[src/rtl/simon_core_param.sv]
// simon_core_param
//   Parametrised Simon game datapath/controller. The player enters a
//   WIDTH-bit switch pattern, which is appended to a DEPTH-entry sequence
//   memory. The full sequence is then played back, and the player must
//   repeat it from the switches. Repeating a full DEPTH-long sequence
//   reaches the WIN state.
//
// Ports
//   sysclk        in   system clock, rising edge
//   rst           in   synchronous, active-high reset
//   level         in   difficulty select, captured while rst is high
//   press         in   raw step button level (rising edge detected here)
//   pattern       in   WIDTH-bit switch inputs
//   pattern_leds  out  switches (INPUT/REPEAT) or mem[idx] (other states)
//   mode_leds     out  INPUT=001 PLAYBACK=010 REPEAT=100 DONE=111 WIN=011
//   score         out  number of fully repeated rounds (saturates at DEPTH)
module simon_core_param #(
  parameter int WIDTH  = 4,
  parameter int DEPTH  = 64,
  parameter int ADDR_W = $clog2(DEPTH)
) (
  input  logic              sysclk,
  input  logic              rst,
  input  logic              level,
  input  logic              press,
  input  logic [WIDTH-1:0]  pattern,
  output logic [WIDTH-1:0]  pattern_leds,
  output logic [2:0]        mode_leds,
  output logic [ADDR_W:0]   score
);

  localparam logic [2:0] S_INPUT = 3'd0;
  localparam logic [2:0] S_PLAY  = 3'd1;
  localparam logic [2:0] S_REP   = 3'd2;
  localparam logic [2:0] S_DONE  = 3'd3;
  localparam logic [2:0] S_WIN   = 3'd4;

  localparam logic [ADDR_W-1:0] IDX_ONE   = {{(ADDR_W-1){1'b0}}, 1'b1};
  localparam logic [ADDR_W-1:0] IDX_LAST  = {ADDR_W{1'b1}};
  localparam logic [ADDR_W:0]   SCORE_ONE = {{ADDR_W{1'b0}}, 1'b1};

  // lvl=0 accepts exactly one switch set; lvl=1 accepts any nonzero pattern.
  function automatic logic pattern_valid(input logic [WIDTH-1:0] p,
                                         input logic             hard);
    logic nonzero;
    logic onehot;
    nonzero = (p != '0);
    onehot  = nonzero && ((p & (p - {{(WIDTH-1){1'b0}}, 1'b1})) == '0);
    return hard ? nonzero : onehot;
  endfunction

  logic [2:0]        state_q, state_d;
  logic [ADDR_W-1:0] cnt_q, cnt_d;
  logic [ADDR_W-1:0] idx_q, idx_d;
  logic [ADDR_W:0]   score_q, score_d;
  logic              first_q, first_d;
  logic              lvl_q;
  logic              press_q;
  logic              ev;
  logic              we;
  logic [ADDR_W-1:0] waddr;
  logic [WIDTH-1:0]  mem_q [DEPTH];
  logic [WIDTH-1:0]  rd_data;

  // Button edge detector; press_q tracks the raw level even during reset so
  // that a button held across reset release does not create an event.
  always_ff @(posedge sysclk) begin
    press_q <= press;
  end

  assign ev      = press & ~press_q & ~rst;
  assign rd_data = mem_q[idx_q];

  always_comb begin
    state_d = state_q;
    cnt_d   = cnt_q;
    idx_d   = idx_q;
    score_d = score_q;
    first_d = first_q;
    we      = 1'b0;
    waddr   = first_q ? '0 : cnt_q + IDX_ONE;
    if (ev) begin
      case (state_q)
        S_INPUT: begin
          if (pattern_valid(pattern, lvl_q)) begin
            we      = 1'b1;
            cnt_d   = waddr;
            idx_d   = '0;
            first_d = 1'b0;
            state_d = S_PLAY;
          end
        end
        S_PLAY: begin
          if (idx_q == cnt_q) begin
            idx_d   = '0;
            state_d = S_REP;
          end else begin
            idx_d = idx_q + IDX_ONE;
          end
        end
        S_REP: begin
          if (pattern != rd_data) begin
            idx_d   = '0;
            state_d = S_DONE;
          end else if (idx_q != cnt_q) begin
            idx_d = idx_q + IDX_ONE;
          end else begin
            score_d = score_q + SCORE_ONE;
            idx_d   = '0;
            // A full memory repeated correctly cannot grow further.
            state_d = (cnt_q == IDX_LAST) ? S_WIN : S_INPUT;
          end
        end
        S_DONE, S_WIN: begin
          idx_d = (idx_q == cnt_q) ? '0 : idx_q + IDX_ONE;
        end
        default: begin
          state_d = S_INPUT;
          idx_d   = '0;
        end
      endcase
    end
  end

  // Control registers: reset takes priority over any event.
  always_ff @(posedge sysclk) begin
    if (rst) begin
      state_q <= S_INPUT;
      cnt_q   <= '0;
      idx_q   <= '0;
      score_q <= '0;
      first_q <= 1'b1;
      lvl_q   <= level;
    end else begin
      state_q <= state_d;
      cnt_q   <= cnt_d;
      idx_q   <= idx_d;
      score_q <= score_d;
      first_q <= first_d;
    end
  end

  // Sequence memory keeps its contents across reset.
  always_ff @(posedge sysclk) begin
    if (we && !rst) begin
      mem_q[waddr] <= pattern;
    end
  end

  always_comb begin
    mode_leds    = 3'b001;
    pattern_leds = pattern;
    case (state_q)
      S_INPUT: begin
        mode_leds    = 3'b001;
        pattern_leds = pattern;
      end
      S_PLAY: begin
        mode_leds    = 3'b010;
        pattern_leds = rd_data;
      end
      S_REP: begin
        mode_leds    = 3'b100;
        pattern_leds = pattern;
      end
      S_DONE: begin
        mode_leds    = 3'b111;
        pattern_leds = rd_data;
      end
      S_WIN: begin
        mode_leds    = 3'b011;
        pattern_leds = rd_data;
      end
      default: begin
        mode_leds    = 3'b001;
        pattern_leds = pattern;
      end
    endcase
  end

  assign score = score_q;

endmodule

[config.mk]
export PLATFORM = sky130hd
export DESIGN_NAME = simon_core_param
export DESIGN_NICKNAME = d
export VERILOG_FILES = /design/src/rtl/simon_core_param.sv
export SDC_FILE = /design/constraint.sdc
export NUM_CORES = 1
export LEC_CHECK = 0
export ABC_AREA = 1
export CAP_MARGIN = 20
export CORE_UTILIZATION = 35
export CTS_BUF_LIST = sky130_fd_sc_hd__clkbuf_4
export CTS_CLUSTER_DIAMETER = 80
export DETAILED_ROUTE_END_ITERATION = 10
export DONT_BUFFER_PORTS = 1
export GPL_TIMING_DRIVEN = 0
export PLACE_DENSITY = 0.6
export SLEW_MARGIN = 20
export SYNTH_ARGS = -nofsm -noshare
export SYNTH_HDL_FRONTEND = slang
export SYNTH_SLANG_ARGS = --single-unit
[constraint.sdc]
create_clock -name sysclk -period 2.8 [get_ports sysclk]
set_input_delay 0.28 -clock sysclk [delete_from_list [all_inputs] [get_ports sysclk]]
set_output_delay 0.28 -clock sysclk [all_outputs]
set_load 0.1 [all_outputs]
; ---- After elaboration in Yosys (flattened, before gate mapping)
; Memories as Yosys holds them, arrays and structs flattened. A register that Yosys moved wholly into a read port is not among the register bits.
; Index checks and enable logic that the tools add are counted.
[op_classes]
addsub = 4
n_eq_ne = 11
n_mux = 22
bitwise = 8
n_reduce_logical = 12
[op_table]
columns = op, count
row1 = 6-bit two-way mux, 7
row2 = 3-bit one-hot mux with 4 select lines, 2
row3 = 6-bit one-hot mux with 3 select lines, 1
row4 = 3-bit two-way mux, 5
row5 = 6-bit by 1-bit adder with 6-bit output (second input constant), 2
row6 = 7-bit by 1-bit adder with 7-bit output (second input constant), 1
row7 = 3-bit by 2-bit == test with 1-bit output (second input constant), 2
row8 = 6-bit == test, 1
row9 = 6-bit == test (second input constant), 1
row10 = 1-bit two-way mux, 6
row11 = 6-bit != test, 1
row12 = 1-bit inverter, 5
row13 = 5-bit AND reduction, 1
row14 = 4-bit bitwise AND, 1
row15 = 4-bit logical NOT, 1
row16 = 4-bit two-way mux, 1
row17 = 2-bit != test (second input constant), 2
row18 = 4-bit != test, 1
row19 = 4-bit AND reduction, 1
row20 = 4-bit nonzero test, 1
row21 = 4-bit by 1-bit subtractor with 4-bit output (second input constant), 1
row22 = 3-bit by 1-bit == test with 1-bit output (second input constant), 1
row23 = 3-bit == test (second input constant), 1
row24 = 3-bit logical NOT, 1
row25 = other kinds (8), 10
[word_totals]
reg_bits = 25
ram_bits = 256
inputBits = 8
output_inout_bits = 14
wordCells = 65
memories = 1
[mem_list]
columns = memory, depth, width, rd, rd_ports_with_merged_regs, wr, line
row1 = mem_q, 64, 4, 1, 1, 1, 62  ; logic [WIDTH-1:0] mem_q [DEPTH];

; ---- Logic depth before layout (Yosys ltp)
; Gate-level depths: netlist of run 1.
[depth]
ltp_word = 11
depth_mapped = 19
mapped_depth_nobuf = 17

; ---- Worst setup path after synthesis of run 1
; Ideal clock, no wire load.
[synth_timing]
path_kind = register to output
from = register state_q[1]
to = output pattern_leds[0]
arrival_ns = 4.286
required_ns = 2.520
slack_ns = -1.766
path_stages_with_launch = 8
n_path_buf = 0
cell_sequence = dfxtp_1 inv_1 nor2_1 nand2_1 nand2_1 nor2_1 clkinv_1 o21ai_0
[synth_between]
elab_chain_cells = 3
elab_cells_between_ends = 5
cone_classes = 3 x eq/ne / 1 x mux / 1 x reduce/logical
[synth_lines]
columns = item, line
row1 = start: declaration, 52  ; logic [2:0] state_q, state_d;
row2 = start signal: assignment, 135  ; state_q <= state_d;
row3 = "3-bit by 1-bit == test with 1-bit output, or another cell as far along", 153  ; case (state_q)
row4 = 3-bit OR reduction (no line) (*), --
row5 = 4-bit two-way mux (*), 153
row6 = end: declaration, 27  ; output logic [WIDTH-1:0] pattern_leds,
; Mark *: on every way between the ends. The rest lies on a longest branch, timed or not.

==> insert_results.sql, run 1 <==
INSERT INTO impl_metrics (metric_group, metric, value, unit) VALUES
('critical_path', 'crit_arrival', '2670', 'ps'),
('place', 'portBuffers', '0', ''),
('place', 'routabilityCongestion', '0.921', ''),
('finish', 'synthToLayoutAreaGrowth', '27.7', '%'),
('critical_path', 'crit_chain', 'clkinv_8, buf_12, buf_12, nand2_1, nand3_1, nand3_1, nand2_1, nand2_2, nand3_2, nand3_4, nand2_4, nand2_2, o21ai_4', ''),
('timing', 'max_freq', '339', 'MHz'),
('floorplanning', 'die_x', '190', 'µm'),
('grt', 'grt_pass1_vias', '9641', ''),
('place', 'dp_hpwl', '23200', 'µm'),
('critical_path', 'critPathCaptureType', 'primary output', ''),
('run_status', 'outcome', 'finished, violations left', ''),
('run_status', 'violations_in_the_final_reports', 'negative setup slack', ''),
('logic_synthesis', 'syn_avg_cell_area', '10.2', 'µm²'),
('clocking', 'clkTransAtPathRegs', '70', 'ps'),
('clocking', 'clock_latency', '690', 'ps'),
('route', 'final_antenna_net_count', '0', ''),
('critical_path', 'timing.critical_path.slowest_stage_cell', 'dfxtp_4', ''),
('power_and_ir_drop', 'fin_total_pwr', '8.43', 'mW'),
('timing', 'setup-violations-final', '4', ''),
('finish', 'finish.net_count', '1348', ''),
('finish', 'final.fill_count', '3204', ''),
('logic_synthesis', 'synth_seq_area_share', '67.1', '%'),
('route', 'first_iter_violations', '1260', ''),
('logic_synthesis', 'synth.ff_latch_count', '287', ''),
('grt', 'global_route.overflow_total', '0', ''),
('finish', 'fin_cells', '1840', ''),
('timing', 'hold_viol', '0', ''),
('logic_synthesis', 'synth.net_count', '1224', ''),
('logic_synthesis', 'synth_commonest_cells', '400 x nand2_1, 257 x edfxtp_1, 242 x nand3_1', ''),
('finish', 'post-route-cell-area', '15800', 'µm²'),
('floorplanning', 'die_ht', '190', 'µm'),
('grt', 'groute.usage.overall', '22.5', '%'),
('grt', 'grt_first_pass_wirelength', '59300', 'µm'),
('clocking', 'ctsHtreeMaxLevel', '3', ''),
('critical_path', 'crit_required', '2520', 'ps'),
('logic_synthesis', 'synth_edf_count', '257', ''),
('grt', 'grt_max_degree', '65', ''),
('power_and_ir_drop', 'power.density', '533', 'nW/µm²'),
('finish', 'final_core_util', '45.6', '%'),
('timing', 'maxSlewHeadroom', '27.9', '%'),
('route', 'vias_per_cell', '5.47', ''),
('grt', 'antenna_violations_before_repair', '2', ''),
('route', 'post_drt_wl_per_cell', '22.5', 'µm'),
('clocking', 'tritoncts_clock_tree', 'done', ''),
('power_and_ir_drop', 'peakVddDrop', '0.000295', 'V'),
('logic_synthesis', 'post_synth_num_cell_types', '32', ''),
('clocking', 'cts-buffers-inserted', '74', ''),
('critical_path', 'worstSetupStartpointType', 'flip-flop', ''),
('place', 'placement.cell_area', '13000', 'µm²'),
('flow_run', 'maxCapViolCount', '0', ''),
('floorplanning', 'coreArea', '34700', 'µm²'),
('critical_path', 'worstSetupPathType', 'reg2out', ''),
('critical_path', 'timing.critical_path.fanout_max', '5', ''),
('route', 'detail_route.drc_violations', '0', ''),
('logic_synthesis', 'yosysWarningCount', '0', ''),
('logic_synthesis', 'ys_top_cells_by_area', 'edfxtp_1 62%, nand2_1 12%, nand3_1 9.8%', ''),
('logic_synthesis', 'ys_async_sr_fraction', '0', '%'),
('critical_path', 'cpPeakStageDelay', '460', 'ps'),
('logic_synthesis', 'synth_top_area_share', '62.3', '%'),
('timing', 'finalClockSkew', '47.6', 'ps'),
('route', 'wl', '41400', 'µm'),
('timing', 'grt_setup_unrepaired', 'true', ''),
('route', 'vias', '10100', ''),
('floorplanning', 'row_count', '68', ''),
('timing', 'layout_setup_ws', '-151', 'ps'),
('floorplanning', 'die_footprint', '36200', 'µm²'),
('place', 'placed_cells_incl_taps', '1668', ''),
('logic_synthesis', 'synth_cells', '1213', ''),
('power_and_ir_drop', 'leakage', '5.85', 'nW'),
('floorplanning', 'io_pins', '22', ''),
('finish', 'ratio_of_cells_with_drive_above_1_in_the_final_layout', '27.6', '%');
[sequential cells by signal (all words and copies together), names as in the netlist, named ones only]
signal   count
press_q      1
cnt_q        6
state_q      3
first_q      1
score        7
mem_q      256
lvl_q        1
idx_q        6
[kinds of logic after synthesis]
kind of cell | share of synthesized area, %
compound gates | 1.22
xor+xnor | 0.353
fa+ha+maj | 0.303
buf+inv | 3.78
flops | 67.1
simple gates | 27.2
[critical path: cells and delay by family, from the launching register on]
family | cells | cell delay, ps
AND/OR/NAND/NOR | 9 | 910
flip-flops | 1 | 460
AO/OA/AOI/OAI | 1 | 200
buffers and inverters | 3 | 420
[stage by stage]
step / TNS, ps / worst slack [ps]
CTS: -858 / -136
global placement: -51480 / -439
finish: -502 / -151
floorplan: 0 / 171
detailed placement: -56560 / -495
global route: -1180 / -222
[worst paths after layout]
| path | to | slack (ps) | cells past startpoint | from |
|---|---|---|---|---|
| min | state_q[2]$_SDFFE_PP0P_ | 80 | 6 | pattern[0] |
| max reg2reg | score[6]$_SDFFE_PP0P_ | 80 | 21 | flip-flop |
| max | pattern_leds[2] | -150 | 13 | flip-flop |
| min reg2reg | cnt_q[1]$_SDFFE_PP0P_ | 520 | 2 | cnt_q[1]$_SDFFE_PP0P_ |
[routing by layer]
metal / track usage (%) / vias up / wire length, µm
met5: 0 / - / 0
met4: 11.7 / 0 / 2050
met3: 4.96 / 144 / 4360
met2: 36.0 / 666 / 19200
met1: 28.7 / 4782 / 15800
li1: - / 4471 / -
[cells in the final DEF, fill, tap and decap left out, types with 4 or more instances in the layout]
cell / netlist / layout
clkbuf_2: 0 / 5
nand2_1: 400 / 363
nor2_1: 116 / 58
o21ai_4: 0 / 5
edfxtp_1: 257 / 257
buf_16: 0 / 11
buf_12: 0 / 28
dlygate4sd3_1: 0 / 7
nand3_4: 2 / 11
nand3_1: 242 / 184
clkbuf_4: 0 / 103
nor2_4: 2 / 6
nand3_2: 2 / 51
clkbuf_8: 0 / 5
nand4_1: 6 / 6
clkbuf_16: 0 / 6
buf_8: 0 / 4
buf_4: 14 / 23
clkinv_1: 1 / 16
inv_2: 2 / 4
o21ai_0: 10 / 6
nor3_1: 11 / 8
dfxtp_1: 30 / 28
buf_6: 1 / 8
nand2_4: 0 / 8
inv_1: 41 / 38
xor2_1: 4 / 4
nor2_2: 1 / 55
a21oi_1: 15 / 12
nand2_2: 1 / 30
[power breakdown]
group          total (mW)  internal, mW  leakage [nW]  switching, mW
logic               0.366        0.0835          2.78          0.283
clock network        3.39          1.69         0.516           1.71
registers            4.67          4.67          2.55        0.00888
[cell type report]
class                           count  area, µm²  area share [%]
Sequential cell                   287       8320            52.6
Timing Repair Buffer               47        757            4.79
Tap cell                          455        569            3.60
Inverter                           44        200            1.27
Clock inverter                     20       76.3           0.482
Multi-Input combinational cell    826       4340            27.5
Clock buffer                      103        773            4.89
Buffer                             56        769            4.86
Antenna cell                        1       2.50          0.0158
Timing Repair inverter              1       5.00          0.0316
[timing repair]
| item | 4_1_cts | 5_1_grt |
|---|---|---|
| pin swaps | 29 | 37 |
| hold endpoints to repair | 260 | 0 |
| hold buffers | 11 | 0 |
| buffers inserted | 15 | 8 |
| endpoints found under the setup margin | 178 | 273 |
| gates resized for setup | 202 | 134 |
| gates cloned | 8 | 6 |
Note: power is estimated with default switching activity, not from simulation.
==> inputs of run 2 (changes only) <==
==> constraint.sdc (replaced) <==
create_clock -name sysclk -period 3.1 [get_ports sysclk]
set_input_delay 0.31 -clock sysclk [delete_from_list [all_inputs] [get_ports sysclk]]
set_output_delay 0.31 -clock sysclk [all_outputs]
set_load 0.1 [all_outputs]
==> insert_results.sql, run 2 (same netlist as run 1, synthesis figures left out) <==
INSERT INTO impl_metrics (metric_group, metric, value, unit) VALUES
('finish', 'finish.net_count', '1322', ''),
('floorplanning', 'start_util', '35.7', '%'),
('critical_path', 'worstSetupStartpointType', 'flip-flop', ''),
('clocking', 'cts-buffers-inserted', '73', ''),
('grt', 'grt_max_degree', '65', ''),
('finish', 'ratio_of_cells_with_drive_above_1_in_the_final_layout', '17.1', '%'),
('route', 'firstDrtPassIters', '5', ''),
('finish', 'number_of_flip_flops_under_the_largest_register_name', '256', ''),
('finish', 'layout.cells.most_common_list', '388 x nand2_1, 257 x edfxtp_1, 230 x nand3_1', ''),
('critical_path', 'crit_required', '2790', 'ps'),
('power_and_ir_drop', 'power.density', '539', 'nW/µm²'),
('floorplanning', 'io_pins', '22', ''),
('finish', 'registers.top_by_ff_count', 'mem_q', ''),
('critical_path', 'critPathCaptureType', 'primary output', ''),
('critical_path', 'crit_arrival', '2740', 'ps'),
('critical_path', 'cpMostUsedCell', 'nand2_1', ''),
('clocking', 'max-clock-path-buffers', '3', ''),
('route', 'detail_route.drc_violations', '0', ''),
('grt', 'global_route.peak_usage_layer', 'met2', ''),
('timing', 'worst_case_hold_slack', '39.6', 'ps'),
('critical_path', 'timing.critical_path.slowest_stage_cell', 'dfxtp_4', ''),
('clocking', 'clkTransAtPathRegs', '70', 'ps'),
('timing', 'grt_setup_unrepaired', 'true', ''),
('grt', 'grt_use_met3', '4.80', '%'),
('timing', 'final-max-slew-violation-count', '0', ''),
('finish', 'final_core_util', '43.0', '%'),
('clocking', 'ctsHtreeMaxLevel', '3', ''),
('flow_run', 'maxCapViolCount', '0', ''),
('hold_path', 'hold_path_class', 'in2reg', ''),
('grt', 'grt_first_pass_wirelength', '56900', 'µm'),
('grt', 'global_route.overflow_total', '0', ''),
('grt', 'grt_pass1_vias', '9281', ''),
('run_status', 'outcome', 'complete, no violations', ''),
('clocking', 'clk_root_buffer_cell', 'clkbuf_4', ''),
('route', 'wl', '39400', 'µm'),
('place', 'routabilityCongestion', '0.910', ''),
('route', 'post_drt_wl_per_cell', '21.6', 'µm'),
('timing', 'maxSlewHeadroom', '27.4', '%'),
('clocking', 'tritoncts_clock_tree', 'done', ''),
('timing', 'layout_worst_path_cycle_share', '98.3', '%'),
('timing', 'hold_viol', '0', ''),
('place', 'portBuffers', '0', ''),
('clocking', 'clock_latency', '720', 'ps'),
('floorplanning', 'row_count', '68', ''),
('critical_path', 'worstSetupPathType', 'reg2out', ''),
('timing', 'max_freq', '328', 'MHz'),
('grt', 'groute.usage.overall', '21.8', '%'),
('clocking', 'clock-sinks', '287', ''),
('floorplanning', 'coreArea', '34700', 'µm²'),
('timing', 'worst-slew-pin-transition', '1090', 'ps'),
('floorplanning', 'die_footprint', '36200', 'µm²'),
('grt', 'antenna_violations_before_repair', '1', ''),
('finish', 'synthToLayoutAreaGrowth', '20.4', '%'),
('critical_path', 'crit_chain', 'inv_6, buf_12, buf_8, nand2_1, nand3_1, nand3_1, nand2_1, nand2_1, nand3_1, nand3_2, nand2_2, nand2_1, o21ai_4', ''),
('floorplanning', 'die_x', '190', 'µm'),
('route', 'vias_per_cell', '5.32', ''),
('route', 'first_iter_violations', '1091', ''),
('route', 'vias', '9683', ''),
('timing', 'finalClockSkew', '47.7', 'ps'),
('critical_path', 'cpPeakStageDelay', '410', 'ps'),
('critical_path', 'timing.critical_path.fanout_max', '10', ''),
('power_and_ir_drop', 'peakVddDrop', '0.000246', 'V'),
('place', 'pre_cts_ws', '-396', 'ps'),
('timing', 'setup-violations-final', '0', ''),
('timing', 'layout_setup_ws', '54.0', 'ps'),
('grt', 'grt_util_met2', '35.8', '%'),
('timing', 'final.min_clock_period', '3050', 'ps'),
('finish', 'final_common_cell', 'nand2_1', ''),
('power_and_ir_drop', 'leakage', '5.52', 'nW'),
('route', 'final_antenna_net_count', '0', ''),
('floorplanning', 'die_ht', '190', 'µm'),
('grt', 'use_met1', '27.1', '%'),
('place', 'dp_hpwl', '23300', 'µm');
-- run 2: worst paths after layout --
| path | to | slack, ps | from | cells past startpoint |
|---|---|---|---|---|
| hold reg to reg | cnt_q[1]$_SDFFE_PP0P_ | 540 | cnt_q[1]$_SDFFE_PP0P_ | 2 |
| setup / recovery | pattern_leds[0] | 50 | flip-flop | 13 |
| hold / removal | score[0]$_SDFFE_PP0P_ | 40 | pattern[1] | 5 |
| setup reg to reg | mem_q[12][0]$_DFFE_PP_ | 160 | state_q[2]$_SDFFE_PP0P_ | 7 |
-- run 2: power by group --
group          leakage [nW]  total, mW  switching, mW  internal (mW)
Sequential             2.55       4.22        0.00778           4.21
Combinational          2.38      0.305          0.240         0.0652
Clock                 0.582       3.52           1.57           1.95
-- run 2: critical path, delay by kind of cell (launching register included) --
kind                   cells  cell delay (ps)
and+or+nand+nor            9              900
AOI/OAI and AO/OA          1              270
buffers and inverters      3              410
DFF                        1              410
-- run 2: repair_timing --
item | 4_1_cts | 5_1_grt
setup buffers | 0 | 8
gates cloned | 1 | 3
endpoints found under the hold margin | 259 | 0
resized for setup | 89 | 75
hold buffers | 11 | 0
endpoints found under the setup margin | 23 | 72
pin swaps | 4 | 9
-- run 2: final cells by class --
class	count	area, µm²
antenna	2	5.00
buffer	56	683
clock buffer	103	773
clock inverter	25	236
fill	3312	19800
inverter	44	186
multi-input combinational	826	3800
sequential	287	8320
tap	455	569
timing repair buffer	22	340
timing repair inverter	1	5.00
-- run 2: per-layer routing --
layer,part of all wire (%),wire (µm)
met5,0,0
met4,4.6,1800
met2,48,18800
met1,39,15400
met3,8.6,3400
-- run 2: through the flow --
step | instances | power, mW | setup TNS, ps | instance area [µm²]
after floorplan | 1213 | 4.47 | -364 | 12400
after global routing | 1820 | 8.28 | -102 | 14900
after global placement | 1668 | 4.50 | -9180 | 13000
final | 1821 | 8.05 | 0 | 14900
after CTS | 1808 | 8.07 | 0 | 14500
after detailed placement | 1668 | 4.51 | -8060 | 13000
